===== src/rtl/time_pkg.sv =====
// Shared types and widths for the stopwatch elapsed/remaining mm:ss counters.
package time_pkg;

  localparam int MMSS_W     = 6;
  localparam int MM_MAX_DEF = 59;
  localparam int SS_MAX_DEF = 59;

  typedef enum logic [1:0] {
    IDLE  = 2'd0,
    RUN   = 2'd1,
    PAUSE = 2'd2,
    DONE  = 2'd3
  } state_t;

  function automatic logic [MMSS_W-1:0] clamp(input logic [MMSS_W-1:0] v,
                                               input logic [MMSS_W-1:0] lim);
    return (v > lim) ? lim : v;
  endfunction

endpackage


===== src/rtl/mmss_decrement.sv =====
// Combinational mm:ss minus one second, borrowing from minutes; flags an input of 00:01.
module mmss_decrement
  import time_pkg::*;
#(
  parameter int SS_MAX = SS_MAX_DEF
) (
  input  logic [MMSS_W-1:0] mm,
  input  logic [MMSS_W-1:0] ss,
  output logic [MMSS_W-1:0] next_mm,
  output logic [MMSS_W-1:0] next_ss,
  output logic              is_one
);

  always_comb begin
    if (ss != '0) begin
      next_mm = mm;
      next_ss = ss - MMSS_W'(1);
    end else begin
      next_mm = mm - MMSS_W'(1);
      next_ss = MMSS_W'(SS_MAX);
    end
    is_one = (mm == '0) && (ss == MMSS_W'(1));
  end

endmodule


===== src/rtl/time_remaining.sv =====
// Countdown timer: loads a clamped mm:ss preset, decrements per tick, flags expiry.
// Optional TIME_REMAINING_AUTO_RELOAD_EN reloads the preset on expiry instead of stopping.
module time_remaining
  import time_pkg::*;
#(
  parameter int MM_MAX = MM_MAX_DEF,
  parameter int SS_MAX = SS_MAX_DEF
) (
  input  logic              clk,
  input  logic              rst,
  input  logic              tick,
  input  logic              load,
  input  logic [MMSS_W-1:0] load_mm,
  input  logic [MMSS_W-1:0] load_ss,
  input  logic              start,
  input  logic              pause,
  output logic [MMSS_W-1:0] mm,
  output logic [MMSS_W-1:0] ss,
  output logic              running,
  output logic              expired,
  output logic              done
);

  state_t            state, state_n;
  logic [MMSS_W-1:0] preset_mm, preset_ss, preset_mm_n, preset_ss_n;
  logic [MMSS_W-1:0] mm_n, ss_n, dec_mm, dec_ss;
  logic              done_n, is_one;

  mmss_decrement #(.SS_MAX(SS_MAX)) u_dec (
    .mm      (mm),
    .ss      (ss),
    .next_mm (dec_mm),
    .next_ss (dec_ss),
    .is_one  (is_one)
  );

  always_ff @(posedge clk or negedge rst) begin
    if (!rst) begin
      state     <= IDLE;
      mm        <= '0;
      ss        <= '0;
      preset_mm <= '0;
      preset_ss <= '0;
      running   <= 1'b0;
      expired   <= 1'b0;
      done      <= 1'b0;
    end else begin
      state     <= state_n;
      mm        <= mm_n;
      ss        <= ss_n;
      preset_mm <= preset_mm_n;
      preset_ss <= preset_ss_n;
      running   <= (state_n == RUN);
      expired   <= (state_n == DONE);
      done      <= done_n;
    end
  end

  // Priority chain load > pause > start > tick; a tick only counts when nothing else acts.
  always_comb begin
    state_n     = state;
    mm_n        = mm;
    ss_n        = ss;
    preset_mm_n = preset_mm;
    preset_ss_n = preset_ss;
    done_n      = 1'b0;

    if (load) begin
      preset_mm_n = clamp(load_mm, MMSS_W'(MM_MAX));
      preset_ss_n = clamp(load_ss, MMSS_W'(SS_MAX));
      mm_n        = preset_mm_n;
      ss_n        = preset_ss_n;
      state_n     = IDLE;
    end else if (pause) begin
      if (state == RUN) state_n = PAUSE;
    end else if (start && state != RUN) begin
      case (state)
        IDLE:  if (mm != '0 || ss != '0) state_n = RUN;
        PAUSE: state_n = RUN;
        DONE: begin
          if (preset_mm != '0 || preset_ss != '0) begin
            mm_n    = preset_mm;
            ss_n    = preset_ss;
            state_n = RUN;
          end
        end
        default: state_n = state;
      endcase
    end else if (tick && state == RUN && (mm != '0 || ss != '0)) begin
      if (is_one) begin
        done_n = 1'b1;
`ifdef TIME_REMAINING_AUTO_RELOAD_EN
        mm_n = preset_mm;
        ss_n = preset_ss;
`else
        mm_n    = '0;
        ss_n    = '0;
        state_n = DONE;
`endif
      end else begin
        mm_n = dec_mm;
        ss_n = dec_ss;
      end
    end
  end

endmodule


===== config.mk =====
export PLATFORM = sky130hd
export DESIGN_NAME = time_remaining
export DESIGN_NICKNAME = d
export VERILOG_FILES = /design/src/rtl/time_pkg.sv /design/src/rtl/mmss_decrement.sv /design/src/rtl/time_remaining.sv
export SDC_FILE = /design/constraint.sdc
export NUM_CORES = 1
export LEC_CHECK = 0
export ABC_AREA = 1
export BUFFER_PORTS_ARGS = -buffer_cell sky130_fd_sc_hd__buf_2
export CORE_ASPECT_RATIO = 0.9
export CORE_MARGIN = 2
export CORE_UTILIZATION = 50
export DETAILED_ROUTE_END_ITERATION = 6
export PLACE_DENSITY_LB_ADDON = 0.12
export REMOVE_ABC_BUFFERS = 1
export SLEW_MARGIN = 20
export SYNTH_ARGS = -nofsm -noshare
export SYNTH_HDL_FRONTEND = slang
export SYNTH_HIERARCHICAL = 1
export SYNTH_SLANG_ARGS = --single-unit

===== constraint.sdc =====
create_clock -name clk -period 2.55 [get_ports clk]
set_input_delay 0.6375 -clock clk [delete_from_list [all_inputs] [get_ports clk]]
set_output_delay 0.6375 -clock clk [all_outputs]
set_load 0.03 [all_outputs]

==> impl_metrics.json, run 1 <==
{
  "num_io_pins": 33,
  "placementRows": 21,
  "insertion_delay_ns": 0.27,
  "dieArea_um2": 4346,
  "nets": 331,
  "seqPwrFrac_pct": 35.8,
  "setup_viol": 0,
  "ir_drop_uv": 392.6,
  "die_w_um": 69.27,
  "yosysWarnings": 6,
  "placed_area_um2": 2090,
  "cp_max_fo": 12,
  "finalMaxSlewViolations": 0,
  "first_pass_iters": 4,
  "register_area_um2": 725.7,
  "fin_crit_sh_pct": 74.75,
  "intPower_uw": 1035,
  "diodes": 0,
  "place_ws_ns": 0.6389,
  "synth_cells": 275,
  "async_reset_ff_share_pct": 100.0,
  "path_clk_slew_ns": 0.06,
  "p_sw_uw": 649.0,
  "finalHoldViolCount": 0,
  "fillCellCount": 346,
  "period_needed_ns": 1.906,
  "critPathLaunchType": "flop",
  "synth-seq-area-share_pct": 37.86,
  "cts_hold_buf": 0,
  "vias": 1738,
  "drc_errors": 0,
  "startpoint": "ss[1]",
  "die_h_um": 62.74,
  "syn_to_final_growth_pct": 15.08,
  "synth_top_area_share_pct": 37.86,
  "grt_pass1_vias": 1629,
  "cts_tree": "built",
  "syn_area_um2": 1917,
  "grt_use_total_pct": 21.12,
  "port_buffers": 32,
  "ff2ff_path_depth": 9,
  "routed_wl_mm": 4.092,
  "max_slew_margin_pct": 57.69,
  "post-route-util_pct": 59.54,
  "clock_sinks": 29,
  "post_drt_wl_per_cell_um": 11.53,
  "finalNonFillerCells": 355,
  "outcome": "complete, no violations",
  "final_cell_area_um2": 2206,
  "crit-reg2reg-launch": "ss[1]",
  "cp.required_ns": 2.71,
  "place_inst": 347,
  "drive_above_1_share_pct": 20.39,
  "synth-edff-count": 0,
  "ctsResizeCount": 0,
  "p_clk_share_pct": 28.8,
  "critPathArrivalTime_ns": 2.07,
  "fmax_ghz": 0.5246,
  "post_cts_buffers": 0,
  "ctsRootBufferMaster": "clkbuf_8",
  "critPathCaptureType": "flop",
  "synth.area.top_cells": "dfrtp_1 38%, nand2_1 19%, nor2_1 7.6%, nand3_1 7.3%, inv_1 4.5%",
  "core_area_um2": 3705,
  "rsz0062_at_grt": "no",
  "place_congestion": 0.7480,
  "drtIter0Drc": 65,
  "avgSynthCellArea_um2": 6.970,
  "yosys.area.top_type": "dfrtp_1",
  "antenna_found_initial": 0,
  "multi_input_comb_area_um2": 1031,
  "ys.flop_type": "dfrtp_1",
  "start_util_pct": 51.74,
  "clock_path_buffers": 2,
  "post-dp-hpwl_mm": 3.246,
  "finalClockSkew_ns": 0.007326,
  "numCtsBuffers": 5,
  "grt_pass1_wl_mm": 7.369,
  "combPwrFrac_pct": 35.3,
  "setup_slack_ns": 0.6439,
  "p_leak_uw": 0.001233,
  "ant_nets": 0,
  "power_density_nw_per_um2": 763.3,
  "synth-seq-cells": 29,
  "setup_tns_ns": 0,
  "max_cap_viol_count": 0,
  "worstMarginPinSlew_ns": 0.6346,
  "path_class": "flop to flop",
  "min_path_type": "input pin to asynchronous set/reset pin",
  "vias_per_cell": 4.896,
  "grt_max_degree": 30,
  "htree_levels": 2,
  "overflow": 0,
  "switching_share_pct": 38.54,
  "yosysUniqueCellTypes": 28
}
[state kept, by name, indices dropped and copies added, names as in the netlist]
name / cells
done: 1
preset_ss: 6
running: 1
mm: 6
preset_mm: 6
state: 2
ss: 6
expired: 1
[power groups by stage]
stage | clock network (uW) | logic (uW) | registers [uW]
after floorplan | 0 | 349 | 684
after global placement | 0 | 588 | 610
after detailed placement | 0 | 592 | 612
after CTS | 493 | 596 | 603
after global routing | 518 | 673 | 618
final | 486 | 595 | 604
[logic make-up after synthesis]
group	after synthesis	synth area share [%]
flops	29	37.86
xor+xnor	1	0.4570
buf+inv	35	8.354
fa+ha+maj	5	3.264
compound gates	17	6.593
simple gates	188	43.47
[critical path: stages, from the launching register on]
cell and delay [ns]:
dfrtp_1 0.43, inv_1 0.13, ha_1 0.16, nand4_1 0.11, nor3_1 0.45, nor2_4 0.17
nand2_1 0.11, nand3_1 0.08, nand3_1 0.09, nand2_1 0.06
[layout make-up]
cell class,instances,share of cell area (%)
clock buffers,7,3.914
clock inverters,1,1.361
inverters,28,4.878
multi-input cells,211,46.74
flip-flops and latches,29,32.90
well taps,46,2.609
repair buffers,33,7.601
[layer usage]
layer	track usage [%]	share of wire, %
met1	31.08	52
met2	31.25	42
met3	4.194	4.7
met4	6.863	1.1
met5	0	0
[metrics by stage]
stage	hold slack (ns)	total power (uW)
floorplan	0.3419	1033
global placement	0.4760	1198
detailed placement	0.4826	1204
CTS	0.4005	1693
global route	0.4334	1810
finish	0.3792	1684
[Yosys cell counts (2+ instances only)]
| library cell | n |
|---|---|
| nand2_1 | 98 |
| nor2_1 | 39 |
| dfrtp_1 | 29 |
| nand3_1 | 28 |
| inv_1 | 23 |
| nand2_2 | 7 |
| o21ai_0 | 6 |
| ha_1 | 5 |
| nand4_1 | 5 |
| buf_2 | 3 |
| inv_2 | 3 |
| o211ai_2 | 3 |
| or2_1 | 3 |
| a21oi_1 | 2 |
| buf_4 | 2 |
| buf_6 | 2 |
| nand2_4 | 2 |
| nor2_4 | 2 |
| nor3_1 | 2 |
| o211ai_1 | 2 |
| o21ai_2 | 2 |
[placed cells by master, fill, tap and decap left out, types with 2 or more instances in the layout]
cell,instances
buf_2,32
o21ai_0,6
inv_2,3
nand2_4,2
o21ai_2,2
or2_1,3
inv_1,23
ha_1,5
a21oi_1,2
clkbuf_8,6
nor2_4,2
nand4_1,5
nor3_1,2
nand3_1,28
nand2_2,7
nor2_1,39
o211ai_1,2
nand2_1,98
dfrtp_1,29
o211ai_2,3
[path summary, 6_finish.rpt]
check | end | slack [ns]
min in group clk | preset_ss[5] | 0.50
worst min register to register | preset_ss[5] | 0.50
worst max-delay path | ss[2] | 0.64
worst max register to register | ss[2] | 0.64
worst min-delay path | preset_mm[2] | 0.38
max in group asynchronous | done | 1.75
(Power assumes the default switching activity.)
==> run 2: changes to the inputs <==
clock period = 1.64 ns   (was 2.55 ns; I/O delays follow)
==> run 2 against run 1 <==
  * Via count increased by 5.8%
  * Wire length is 8.9% higher
  * Global-route usage grew 0.26 points
  * Critical endpoint is now mm[2]
  * Clock-buffer cell count did not move
  * Register-to-register slack worse by 0.62 ns
  * Die area did not move
  * Clock skew about the same
  * Setup slack worse by 0.62 ns
==> impl_metrics.json, run 2 (same netlist as run 1, synthesis figures left out) <==
{
  "finalClockSkew_ns": 0.006875,
  "max_cap_viol_count": 0,
  "grt-busiest-layer": "met2",
  "clock_path_buffers": 2,
  "routed_wl_mm": 4.457,
  "intPower_uw": 1541,
  "post_drt_wl_per_cell_um": 12.11,
  "grt_use_total_pct": 21.38,
  "seqPwrFrac_pct": 35.5,
  "nets": 345,
  "fillCellCount": 366,
  "first_pass_iters": 4,
  "placed_area_um2": 2170,
  "switching_share_pct": 40.76,
  "die_h_um": 62.74,
  "rsz0062_at_grt": "yes",
  "grt_use_met3_pct": 5.000,
  "path_class": "flop to flop",
  "setup_viol": 0,
  "grt_pass1_wl_mm": 7.438,
  "vias": 1838,
  "p_clk_share_pct": 22.5,
  "period_needed_ns": 1.617,
  "finalMaxSlewViolations": 0,
  "min_path_type": "input pin to asynchronous set/reset pin",
  "timing.rr.end": "mm[2]",
  "numCtsBuffers": 5,
  "ff2ff_path_depth": 11,
  "setup_tns_ns": 0,
  "cp_max_fo": 8,
  "vias_per_cell": 4.995,
  "p_leak_uw": 0.001309,
  "power_density_nw_per_um2": 1094,
  "placementRows": 21,
  "final_cell_area_um2": 2377,
  "insertion_delay_ns": 0.28,
  "start_util_pct": 51.74,
  "finalHoldViolCount": 0,
  "worstMarginPinSlew_ns": 0.3501,
  "combPwrFrac_pct": 42.0,
  "crit-reg2reg-launch": "mm[1]",
  "critPathLaunchType": "flop",
  "cp.required_ns": 1.81,
  "cts_hold_buf": 0,
  "holdWs_ns": 0.03187,
  "port_buffers": 32,
  "regToRegSetupSlack_ns": 0.02,
  "drtIter0Drc": 131,
  "fmax_ghz": 0.6183,
  "core_area_um2": 3705,
  "ir_drop_uv": 572.6,
  "ctsRootBufferMaster": "clkbuf_8",
  "max_slew_margin_pct": 76.41,
  "clock_sinks": 29,
  "place_congestion": 0.8715,
  "syn_to_final_growth_pct": 24.02,
  "dieArea_um2": 4346,
  "met2_usage_pct": 31.49,
  "final_common_cell": "nand2_1",
  "die_w_um": 69.27,
  "ant_nets": 0,
  "critPathCaptureType": "flop",
  "outcome": "complete, no violations",
  "antenna_found_initial": 0,
  "grt_pass1_vias": 1683,
  "htree_levels": 2,
  "grt_max_degree": 16,
  "post-dp-hpwl_mm": 3.415,
  "critPathArrivalTime_ns": 1.79,
  "final_cell_mix": "93 x nand2_1, 34 x nor2_1, 32 x buf_2, 28 x dfrtp_1, 26 x nand3_1",
  "post-route-util_pct": 64.17,
  "fin_crit_sh_pct": 98.63,
  "register_area_um2": 726.9,
  "drc_errors": 0,
  "multi_input_comb_area_um2": 1097,
  "diodes": 0,
  "drive_above_1_share_pct": 29.50,
  "cts_tree": "built",
  "path_clk_slew_ns": 0.06,
  "met1_usage_pct": 30.81,
  "num_io_pins": 33,
  "overflow": 0,
  "p_sw_uw": 1060
}
run 2: cell count changes in the layout (fill, tap and decap cells not counted), moves of 5 or more:
| cell | change |
|---|---|
| nand2_1 | -5 |
| nor2_2 | +5 |
| buf_4 | +11 |
| nor2_1 | -5 |
run 2: routing by layer:
layer | part of all wire, % | vias up
met5 | 0 | -
met4 | 2.1 | 0
met3 | 5.3 | 10
met2 | 42 | 44
met1 | 50 | 820
li1 | - | 964
run 2: worst max path at each step:
stage           from  endpoint  slack (ns)  depth (start not counted)
2_1_floorplan  mm[0]     mm[0]       -0.07                          9
3_3_place_gp   mm[0]     ss[5]        0.03                         10
3_5_place_dp   mm[0]     mm[0]       0.004                         10
4_1_cts        mm[0]     mm[0]        0.01                         10
5_1_grt        ss[0]     ss[2]       -0.13                         11
6_report       mm[1]     mm[2]        0.02                         11
run 2: cell type report:
cell class | instances | area share (%)
clock buffers | 7 | 3.632
inverters | 28 | 4.526
multi-input cells | 211 | 46.16
flip-flops and latches | 29 | 30.58
well taps | 46 | 2.421
repair buffers | 47 | 12.68
run 2: worst max-delay path: stages, from the launching register on:
cell and delay, ns:
dfrtp_1 0.40, inv_2 0.09, ha_4 0.14, nand4_1 0.10, nor3_2 0.16, buf_4 0.15
nor2_4 0.05, buf_12 0.13, nand2_2 0.05, o211ai_2 0.07, nand3_1 0.09, nand2_1 0.06
run 2: metrics by stage:
| stage | cells | worst slack (ns) | total power (uW) |
|---|---|---|---|
| after floorplan | 268 | -0.06998 | 1607 |
| after global placement | 356 | 0.03256 | 1913 |
| after detailed placement | 356 | 0.004381 | 1919 |
| after CTS | 363 | 0.01066 | 2513 |
| after global routing | 368 | -0.1332 | 2774 |
| final | 368 | 0.02254 | 2601 |
run 2: timing repair:
action | 4_1_cts | 5_1_grt
pin swaps | 1 | 14
endpoints found under the setup margin | 1 | 15
resized for setup | 0 | 23
setup buffers | 0 | 5
run 2: power groups by stage:
stage | Clock (uW) | Sequential [uW] | Combinational, uW
finish | 585 | 924 | 1090
global route | 621 | 944 | 1210
CTS | 599 | 919 | 995
detailed placement | 0 | 932 | 987
global placement | 0 | 932 | 981
floorplan | 0 | 1060 | 543
